[src/rtl/rv_ex_arith_unit_if.sv]
// Execute-stage arithmetic bus: operands, decode fields and all results.
// slave = the arithmetic unit, master = whoever drives the execute stage.
interface rv_ex_arith_unit_if #(
   parameter int XLEN = 32
);
   logic            i_en;
   logic [1:0]      i_alu_op;
   logic [2:0]      i_funct3;
   logic            i_funct7b5;
   logic            i_op_b5;
   logic [XLEN-1:0] i_src_a;
   logic [XLEN-1:0] i_src_b;
   logic [XLEN-1:0] i_pc;
   logic [XLEN-1:0] i_imm;

   logic [3:0]      o_alu_control;
   logic [XLEN-1:0] o_alu_result;
   logic            o_zero;
   logic [XLEN-1:0] o_pc_plus4;
   logic [XLEN-1:0] o_pc_target;
   logic [XLEN-1:0] o_alu_result_q;
   logic            o_zero_q;
   logic [XLEN-1:0] o_pc_target_q;

   modport slave (
      input  i_en, i_alu_op, i_funct3, i_funct7b5, i_op_b5,
             i_src_a, i_src_b, i_pc, i_imm,
      output o_alu_control, o_alu_result, o_zero, o_pc_plus4, o_pc_target,
             o_alu_result_q, o_zero_q, o_pc_target_q
   );

   modport master (
      output i_en, i_alu_op, i_funct3, i_funct7b5, i_op_b5,
             i_src_a, i_src_b, i_pc, i_imm,
      input  o_alu_control, o_alu_result, o_zero, o_pc_plus4, o_pc_target,
             o_alu_result_q, o_zero_q, o_pc_target_q
   );
endinterface

[src/rtl/rv_ex_arith_unit.sv]
// RV32I execute-stage arithmetic: ALU control decode, ALU with zero flag,
// PC+4 and PC+imm adders. All results are combinational for same-cycle use;
// an enable-gated register holds ALU result, zero and target for EX/MEM.
module rv_ex_arith_unit #(
   parameter int XLEN = 32
) (
   input logic             clk,
   input logic             reset,
   rv_ex_arith_unit_if.slave bus
);

   localparam logic [3:0] ALU_ADD  = 4'b0000;
   localparam logic [3:0] ALU_SUB  = 4'b0001;
   localparam logic [3:0] ALU_AND  = 4'b0010;
   localparam logic [3:0] ALU_OR   = 4'b0011;
   localparam logic [3:0] ALU_XOR  = 4'b0100;
   localparam logic [3:0] ALU_SLT  = 4'b0101;
   localparam logic [3:0] ALU_SLTU = 4'b0110;
   localparam logic [3:0] ALU_SLL  = 4'b0111;
   localparam logic [3:0] ALU_SRL  = 4'b1000;
   localparam logic [3:0] ALU_SRA  = 4'b1001;

   localparam logic [XLEN-1:0] C_FOUR = XLEN'(4);

   logic [3:0]      w_alu_control;
   logic [XLEN-1:0] w_alu_result;
   logic            w_zero;
   logic [XLEN-1:0] w_pc_plus4;
   logic [XLEN-1:0] w_pc_target;
   logic [4:0]      w_shamt;
   logic            w_lt_signed;
   logic            w_lt_unsigned;

   logic [XLEN-1:0] r_alu_result_q;
   logic            r_zero_q;
   logic [XLEN-1:0] r_pc_target_q;

   // Decode the main-control op class plus funct fields into an ALU operation.
   // The SUB/ADD split on funct3=000 needs op_b5 so that ADDI with a
   // negative immediate (imm bit 30 set) is not mistaken for SUB.
   always_comb begin
      w_alu_control = ALU_ADD;
      unique case (bus.i_alu_op)
         2'b00: w_alu_control = ALU_ADD;
         2'b01: w_alu_control = ALU_SUB;
         2'b11: w_alu_control = ALU_ADD;
         default: begin
            unique case (bus.i_funct3)
               3'b000:  w_alu_control = (bus.i_funct7b5 & bus.i_op_b5) ? ALU_SUB : ALU_ADD;
               3'b001:  w_alu_control = ALU_SLL;
               3'b010:  w_alu_control = ALU_SLT;
               3'b011:  w_alu_control = ALU_SLTU;
               3'b100:  w_alu_control = ALU_XOR;
               3'b101:  w_alu_control = bus.i_funct7b5 ? ALU_SRA : ALU_SRL;
               3'b110:  w_alu_control = ALU_OR;
               default: w_alu_control = ALU_AND;
            endcase
         end
      endcase
   end

   assign w_shamt       = bus.i_src_b[4:0];
   assign w_lt_signed   = $signed(bus.i_src_a) < $signed(bus.i_src_b);
   assign w_lt_unsigned = bus.i_src_a < bus.i_src_b;

   // ALU datapath; unused operation codes produce zero.
   always_comb begin
      w_alu_result = '0;
      case (w_alu_control)
         ALU_ADD:  w_alu_result = bus.i_src_a + bus.i_src_b;
         ALU_SUB:  w_alu_result = bus.i_src_a - bus.i_src_b;
         ALU_AND:  w_alu_result = bus.i_src_a & bus.i_src_b;
         ALU_OR:   w_alu_result = bus.i_src_a | bus.i_src_b;
         ALU_XOR:  w_alu_result = bus.i_src_a ^ bus.i_src_b;
         ALU_SLT:  w_alu_result = {{(XLEN-1){1'b0}}, w_lt_signed};
         ALU_SLTU: w_alu_result = {{(XLEN-1){1'b0}}, w_lt_unsigned};
         ALU_SLL:  w_alu_result = bus.i_src_a << w_shamt;
         ALU_SRL:  w_alu_result = bus.i_src_a >> w_shamt;
         ALU_SRA:  w_alu_result = XLEN'($signed(bus.i_src_a) >>> w_shamt);
         default:  w_alu_result = '0;
      endcase
   end

   assign w_zero      = (w_alu_result == '0);
   assign w_pc_plus4  = bus.i_pc + C_FOUR;
   assign w_pc_target = bus.i_pc + bus.i_imm;

   // EX/MEM capture register: synchronous active-low reset wins over enable.
   always_ff @(posedge clk) begin
      if (!reset) begin
         r_alu_result_q <= '0;
         r_zero_q       <= 1'b0;
         r_pc_target_q  <= '0;
      end else if (bus.i_en) begin
         r_alu_result_q <= w_alu_result;
         r_zero_q       <= w_zero;
         r_pc_target_q  <= w_pc_target;
      end
   end

   assign bus.o_alu_control  = w_alu_control;
   assign bus.o_alu_result   = w_alu_result;
   assign bus.o_zero         = w_zero;
   assign bus.o_pc_plus4     = w_pc_plus4;
   assign bus.o_pc_target    = w_pc_target;
   assign bus.o_alu_result_q = r_alu_result_q;
   assign bus.o_zero_q       = r_zero_q;
   assign bus.o_pc_target_q  = r_pc_target_q;

endmodule

[src/flat_wrapper.sv]
// flat-port wrapper written by rule: the top's interface ports become plain ports
module rv_ex_arith_unit_flat 
#(
   parameter int XLEN = 32
)
  (clk, reset, bus_i_en, bus_i_alu_op, bus_i_funct3, bus_i_funct7b5, bus_i_op_b5, bus_i_src_a, bus_i_src_b, bus_i_pc, bus_i_imm, bus_o_alu_control, bus_o_alu_result, bus_o_zero, bus_o_pc_plus4, bus_o_pc_target, bus_o_alu_result_q, bus_o_zero_q, bus_o_pc_target_q);
  rv_ex_arith_unit_if #(.XLEN(XLEN)) bus_i ();
  input logic clk;
  input logic reset;
  input wire logic [$bits(bus_i.i_en)-1:0] bus_i_en;
  input wire logic [$bits(bus_i.i_alu_op)-1:0] bus_i_alu_op;
  input wire logic [$bits(bus_i.i_funct3)-1:0] bus_i_funct3;
  input wire logic [$bits(bus_i.i_funct7b5)-1:0] bus_i_funct7b5;
  input wire logic [$bits(bus_i.i_op_b5)-1:0] bus_i_op_b5;
  input wire logic [$bits(bus_i.i_src_a)-1:0] bus_i_src_a;
  input wire logic [$bits(bus_i.i_src_b)-1:0] bus_i_src_b;
  input wire logic [$bits(bus_i.i_pc)-1:0] bus_i_pc;
  input wire logic [$bits(bus_i.i_imm)-1:0] bus_i_imm;
  output wire logic [$bits(bus_i.o_alu_control)-1:0] bus_o_alu_control;
  output wire logic [$bits(bus_i.o_alu_result)-1:0] bus_o_alu_result;
  output wire logic [$bits(bus_i.o_zero)-1:0] bus_o_zero;
  output wire logic [$bits(bus_i.o_pc_plus4)-1:0] bus_o_pc_plus4;
  output wire logic [$bits(bus_i.o_pc_target)-1:0] bus_o_pc_target;
  output wire logic [$bits(bus_i.o_alu_result_q)-1:0] bus_o_alu_result_q;
  output wire logic [$bits(bus_i.o_zero_q)-1:0] bus_o_zero_q;
  output wire logic [$bits(bus_i.o_pc_target_q)-1:0] bus_o_pc_target_q;
  assign bus_i.i_en = bus_i_en;
  assign bus_i.i_alu_op = bus_i_alu_op;
  assign bus_i.i_funct3 = bus_i_funct3;
  assign bus_i.i_funct7b5 = bus_i_funct7b5;
  assign bus_i.i_op_b5 = bus_i_op_b5;
  assign bus_i.i_src_a = bus_i_src_a;
  assign bus_i.i_src_b = bus_i_src_b;
  assign bus_i.i_pc = bus_i_pc;
  assign bus_i.i_imm = bus_i_imm;
  assign bus_o_alu_control = bus_i.o_alu_control;
  assign bus_o_alu_result = bus_i.o_alu_result;
  assign bus_o_zero = bus_i.o_zero;
  assign bus_o_pc_plus4 = bus_i.o_pc_plus4;
  assign bus_o_pc_target = bus_i.o_pc_target;
  assign bus_o_alu_result_q = bus_i.o_alu_result_q;
  assign bus_o_zero_q = bus_i.o_zero_q;
  assign bus_o_pc_target_q = bus_i.o_pc_target_q;
  rv_ex_arith_unit #(.XLEN(XLEN)) u_core (.clk(clk), .reset(reset), .bus(bus_i));
endmodule
[config.mk]
export PLATFORM = sky130hd
export DESIGN_NAME = rv_ex_arith_unit_flat
export DESIGN_NICKNAME = d
export VERILOG_FILES = /design/src/rtl/rv_ex_arith_unit_if.sv /design/src/rtl/rv_ex_arith_unit.sv /design/src/flat_wrapper.sv
export SDC_FILE = /design/constraint.sdc
export NUM_CORES = 1
export LEC_CHECK = 0
export BUFFER_PORTS_ARGS = -buffer_cell sky130_fd_sc_hd__buf_4
export CAP_MARGIN = 20
export CELL_PAD_IN_SITES_DETAIL_PLACEMENT = 0
export CELL_PAD_IN_SITES_GLOBAL_PLACEMENT = 1
export CORE_AREA = 2 2 179 181
export CTS_BUF_LIST = sky130_fd_sc_hd__clkbuf_4 sky130_fd_sc_hd__clkbuf_8
export DETAILED_ROUTE_END_ITERATION = 10
export DIE_AREA = 0 0 181 183
export GPL_TIMING_DRIVEN = 0
export HOLD_SLACK_MARGIN = 0.03
export PLACE_DENSITY_LB_ADDON = 0.2
export SLEW_MARGIN = 40
export SYNTH_ARGS = -nofsm -noshare
export SYNTH_HDL_FRONTEND = slang
export SYNTH_SLANG_ARGS = --single-unit
export TNS_END_PERCENT = 30
[constraint.sdc]
create_clock -name clk -period 11.6 [get_ports clk]
set_input_delay 0.58 -clock clk [delete_from_list [all_inputs] [get_ports clk]]
set_output_delay 0.58 -clock clk [all_outputs]
set_load 0.01 [all_outputs]
==> results of run 1 <==
-- registers in the layout (all words and copies together), names as in the netlist --
register / flops
u_core.bus.o_alu_result_q: 32
u_core.bus.o_zero_q: 1
u_core.bus.o_pc_target_q: 32
-- synthesized netlist by cell type, drive strengths merged, types with 44 or more instances --
cell | number | share of area
mux4 | 56 | 0.091
mux2i | 80 | 0.058
xnor2 | 44 | 0.028
inv | 133 | 0.036
nand3 | 63 | 0.023
nand2 | 114 | 0.031
nor3 | 73 | 0.027
clkbuf | 77 | 0.021
dfxtp | 65 | 0.094
a211oi | 46 | 0.025
a21oi | 135 | 0.049
ha | 132 | 0.12
nor2 | 222 | 0.060
o21ai | 83 | 0.030
-- worst min path at each step --
stage | from | to | depth (start not counted)
5_1_grt | reset | u_core.bus.o_pc_target_q[28] | 2
2_1_floorplan | u_core.bus.o_alu_result_q[8] | u_core.bus.o_alu_result_q[8] | 2
4_1_cts | u_core.bus.o_alu_result_q[8] | u_core.bus.o_alu_result_q[8] | 2
6_report | u_core.bus.o_alu_result_q[8] | u_core.bus.o_alu_result_q[8] | 2
3_5_place_dp | u_core.bus.o_alu_result_q[8] | u_core.bus.o_alu_result_q[8] | 2
3_3_place_gp | u_core.bus.o_alu_result_q[8] | u_core.bus.o_alu_result_q[8] | 2
-- power breakdown --
group | leakage (nW) | switching [W] | internal (W) | total [W]
clock network | 0.106 | 0.000106 | 0.000123 | 0.000229
logic | 6.85 | 0.000568 | 0.000367 | 0.000934
registers | 0.539 | 0.0000135 | 0.000247 | 0.000261
-- through the flow --
step / util / area, um2 / worst slack, ns
final: 0.543 / 17000 / 2.95
after global routing: 0.543 / 17000 / 2.83
after CTS: 0.542 / 16900 / 3.37
after global placement: 0.534 / 16700 / 3.39
after floorplan: - / 13900 / 5.60
after detailed placement: 0.535 / 16700 / 3.39
-- cell families (layout without fill, tap and decap cells) --
kind of cell	Yosys count	count (layout)	synth area share
multiplexers	145	145	0.156
AND/OR/NAND/NOR	656	656	0.230
adder cells (fa/ha/maj)	135	135	0.123
flip-flops	65	65	0.0936
XOR/XNOR	66	66	0.0416
AO/OA/AOI/OAI	559	559	0.281
buffers and inverters	254	572	0.0752
-- area by class of cell --
cell class	instances	area, um2	area share
Clock buffer	9	124	0.00730
Clock inverter	7	101	0.00598
Inverter	136	510	0.0301
Multi-Input combinational cell	1561	11600	0.685
Tap cell	402	503	0.0297
Buffer	118	537	0.0317
Sequential cell	65	1300	0.0767
Timing Repair Buffer	302	2270	0.134
-- routing by layer --
metal	vias up	track usage	wire length, um
met5	-	0	39
met4	6	0.158	3400
met3	253	0.137	9760
met2	1356	0.606	29200
met1	8526	0.560	28400
li1	7684	-	-
-- worst max-delay path, stage by stage --
cell,delay (ns)
buf_4,0.11
buf_2,0.21
inv_1,0.30
buf_2,0.33
buf_2,0.38
clkbuf_1,0.63
buf_1,0.76
ha_1,0.36
buf_2,0.17
o21bai_1,0.28
o2111ai_1,0.27
a211oi_2,0.48
o211ai_1,0.30
o31ai_1,0.55
nor2b_1,0.20
o311ai_1,0.19
nor4_1,0.68
nand4_1,0.27
or4_4,0.60
nor4_1,0.21
buf_4,0.18
==> metrics, run 1 <==
worst r2r src=u_core.bus.o_pc_target_q[31]; PortBufs=302; final setup fails=0; Starting DRT DRC Count=2487; origin of the worst setup path=bus_i_src_b[2]; total CTS buffers=9; global-route wire length before repair=105000 um; CTS tree=built; Antenna Cells=0; Achievable Freq=116 MHz; clock transition at the registers of the reported paths=0.10 ns; status=finished clean; post-synthesis sequential area ratio=0.0936; Hold Fails Final Rpt=0; final critical-path required period=8.65 ns; Seq cells post-synth=65; post-CTS sizing=0; post-DR wirelength/cell=27.2 um; hold_buf cts=0; IO Pins=304; grt total ovfl=0; Pins Over Slew Limit=0; CP Launch Type=input pin; Critical Path End=bus_o_zero; Slew HR=0.349; critical path endpoint category=primary output; Distinct cells, synth=99; Total Power=0.00142 W; Synthesized Nets=2153; CP arrival=8.07 ns; Die W=181 um; EDFF count, synth=0; Clk Latency, worst-skew pair=0.35 ns; final antenna-violating net count=0; CTS root buf=clkbuf_8; drt via density=6.86; Max Cap Viol=0; fraction of layout cells with a size suffix above 1=0.212; R2R setup slack=10.76 ns; Std-Cell Rows=65; total of fill cells in the finished design=3156; Die Y-Extent=183 um; Setup Fix Bufs, Post-CTS=0; routability cong.=1.11; area grow syn2layout=22.0%; Required @ worst endpoint=11.02 ns; ys async rst share=0; synthesized area=13900 um2; nets@finish=2466; dpl cells=2584; number of iterations in the first detailed-routing pass=6; most used flip-flop cell after synthesis=dfxtp_1; PwrDens=84.0 nW/um2; drt drc=0; crit-path max FO=11; Crit Path Category=in2out; buffer depth of the longest clock path=2; vias=17.8k; cells on worst reg2reg path=3; r2r endpoint=u_core.bus.o_pc_target_q[31]; Setup TNS=0 ns; Lkg Pwr=7.49 nW; most common cell after layout, fill and taps aside=buf_4; Starting Density=0.445; Setup Skew=0 ns; die area=33100 um2; Non-Filler Instances=2600; VDD IR-drop max=58.9 uV; CORE AREA=31200 um2; initial antenna violation count=4; Clock Sinks=65; routed wire length=70800 um; Yosys warnings=0; Mean Syn Cell Area=7.39 um2; Least-Margin Pin Slew=0.974 ns; Hold/Removal Path Class=reg2reg; vias in the first global route=16.5k; htree depth=3; DP HPWL=57900 um; largest net degree at the start of global routing=14; most frequent cells in the layout=306 x buf_4, 221 x nor2_1, 134 x a21oi_1; cells after synthesis=1880; worst hold slack=0.472 ns; global-route usage over all layers=0.413; final worst-path cycle share=0.746; RSZ-0062 raised after global routing=no
Power figures use the tool's default switching activity.
==> inputs of run 2 (changes only) <==
- CORE_AREA: 2 2 179 181 -> 2 2 197 199
- DIE_AREA: 0 0 181 183 -> 0 0 199 201
- clock period: 11.6 -> 7.8 ns (I/O delays scaled with it)
==> run 2 against run 1 <==
Final area rose by 0.86%; sequential power up 48%; first-iteration DRC count fell by 19%; non-clock buffer count unchanged; power rose by 49%; largest power group unchanged; highest routed layer unchanged.
==> metrics, run 2 (same netlist as run 1, synthesis figures left out) <==
Pins Over Slew Limit=0 (unchanged); clock transition at the registers of the reported paths=0.07 ns (-0.03 ns); Hold Crit Depth=2 (unchanged); Post-DP Area=16900 um2 (+0.92%); Starting Density=0.365 (-0.0803); number of iterations in the first detailed-routing pass=5 (-1); CTS tree=built; most common cell after layout, fill and taps aside=buf_4; cells on worst reg2reg path=3 (unchanged); vias in the first global route=16.4k (-0.65%); grt total ovfl=0 (unchanged); drt via density=6.39 (-6.8%); CP Cell Sequence=buf_4, buf_2, inv_1, buf_2, buf_2, buf_2, ha_1, buf_2, o21bai_1, o2111ai_1, a211oi_2, o211ai_1, o31ai_1, nor2b_1, o311ai_1, nor4_1, nand4_1, or4_4, nor4_1, buf_4; R2R setup slack=6.90 ns (-3.86 ns); Die Y-Extent=201 um (+9.8%); Required @ worst endpoint=7.41 ns (-3.61 ns); VDD IR-drop max=80.2 uV (+36%); Hold Fails Final Rpt=0 (unchanged); Clock Sinks=65 (unchanged); hold endpoint=u_core.bus.o_pc_target_q[28]; PortBufs=302 (unchanged); final antenna-violating net count=0 (unchanged); routed wire length=76800 um (+8.4%); global-route usage over all layers=0.377 (-0.0364); cell area after layout=17100 um2 (+0.86%); CP arrival=7.15 ns (-0.92 ns); routability cong.=1.05 (-6.0%); initial antenna violation count=2 (-2); min-delay src=reset; crit-path max FO=19 (+8); die area=40000 um2 (+21%); Max Cap Viol=0 (unchanged); CORE AREA=38100 um2 (+22%); Least-Margin Pin Slew=0.954 ns (-0.0195 ns); area grow syn2layout=23.0%; RSZ-0062 raised after global routing=no; hold_buf cts=0 (unchanged); Crit Path Category=in2out; WP buf/inv=8 (-1); drt drc=0 (unchanged); nets@finish=2466 (unchanged); total of fill cells in the finished design=4017 (+27%); r2r endpoint=u_core.bus.o_pc_target_q[31]; IO Pins=304 (unchanged); Lkg Pwr=7.50 nW (about the same); buffer depth of the longest clock path=2 (unchanged); Non-Filler Instances=2718 (+4.5%); CP Launch Type=input pin; Std-Cell Rows=72 (+11%); final worst-path cycle share=0.966; Clk Latency, worst-skew pair=0.36 ns (about the same); vias=17.4k (-2.6%); worst r2r src=u_core.bus.o_pc_target_q[31]; Hold/Removal Path Class=in2reg; Setup TNS=0 ns (unchanged); PwrDens=124 nW/um2 (+48%); global-route wire length before repair=112000 um (+6.5%); final setup fails=0 (unchanged); fraction of layout cells with a size suffix above 1=0.213 (+0.00136); Slew HR=0.359 (+0.00973); Max stage delay on crit path=0.67 ns (-0.09 ns); largest net degree at the start of global routing=13 (-1); Setup Skew=0 ns (unchanged); Starting DRT DRC Count=2013 (-19%); total CTS buffers=9 (unchanged); CTS root buf=clkbuf_8; htree depth=3 (unchanged); CP dominant cell by count=buf_2; Achievable Freq=133 MHz; most frequent cells in the layout=307 x buf_4, 221 x nor2_1, 134 x a21oi_1; dpl cells=2700 (+4.5%); final critical-path required period=7.54 ns; DP HPWL=63700 um (+10%); status=finished clean; crit-path leading delay family=buffers and inverters; Crit-path slowest cell=nor4_1; Die W=199 um (+9.9%); critical path endpoint category=primary output; post-DR wirelength/cell=28.3 um (+3.7%)
==> run 2: through the flow <==
step	hold slack (ns)	util	setup slack, ns	total power [W]
4_1_cts	0.301	0.448	0.0175	0.00208
5_1_grt	0.320	0.449	0.142	0.00223
3_3_place_gp	0.459	0.441	-0.257	0.00176
3_5_place_dp	0.477	0.443	-0.277	0.00176
2_1_floorplan	0.490	-	2.18	0.00116
6_report	0.323	0.449	0.264	0.00212
==> run 2: what timing repair did <==
action	4_1_cts	5_1_grt
setup endpoints to repair	1	1
gates resized for setup	1	2
setup buffers	0	0
==> run 2: worst max-delay path by stage <==
stage / slack (ns) / start / cells after the start / endpoint
6_report: 0.26 / bus_i_src_b[2] / 20 / bus_o_zero
3_5_place_dp: -0.28 / bus_i_src_b[2] / 21 / bus_o_zero
5_1_grt: 0.14 / bus_i_src_b[2] / 20 / bus_o_zero
3_3_place_gp: -0.26 / bus_i_src_b[2] / 21 / bus_o_zero
4_1_cts: 0.02 / bus_i_src_b[2] / 21 / bus_o_zero
2_1_floorplan: 2.18 / bus_i_src_b[2] / 19 / bus_o_zero
==> run 2: where the power goes <==
part	leakage, nW	internal (W)	switching, W	total (W)
Combinational	6.86	0.000546	0.000870	0.00142
Sequential	0.539	0.000367	0.0000193	0.000387
Clock	0.0996	0.000162	0.000154	0.000315
==> run 2: area by class of cell <==
class	instances	area (um2)	area share
inverter	136	510	0.0298
antenna	2	5.00	0.000293
clock buffer	11	145	0.00849
timing repair buffer	303	2270	0.133
buffer	117	534	0.0312
sequential	65	1300	0.0761
multi-input combinational	1561	11600	0.680
tap	518	648	0.0379
clock inverter	5	62.6	0.00366
==> run 2: layer usage <==
layer  vias to the layer above  GRT usage  routed length, um
li1                       7685          -                  -
met1                      8415      0.534              33400
met2                      1106      0.552              32400
met3                       161     0.0985               8240
met4                         2      0.117               2740
met5                         -    0.00988                 50
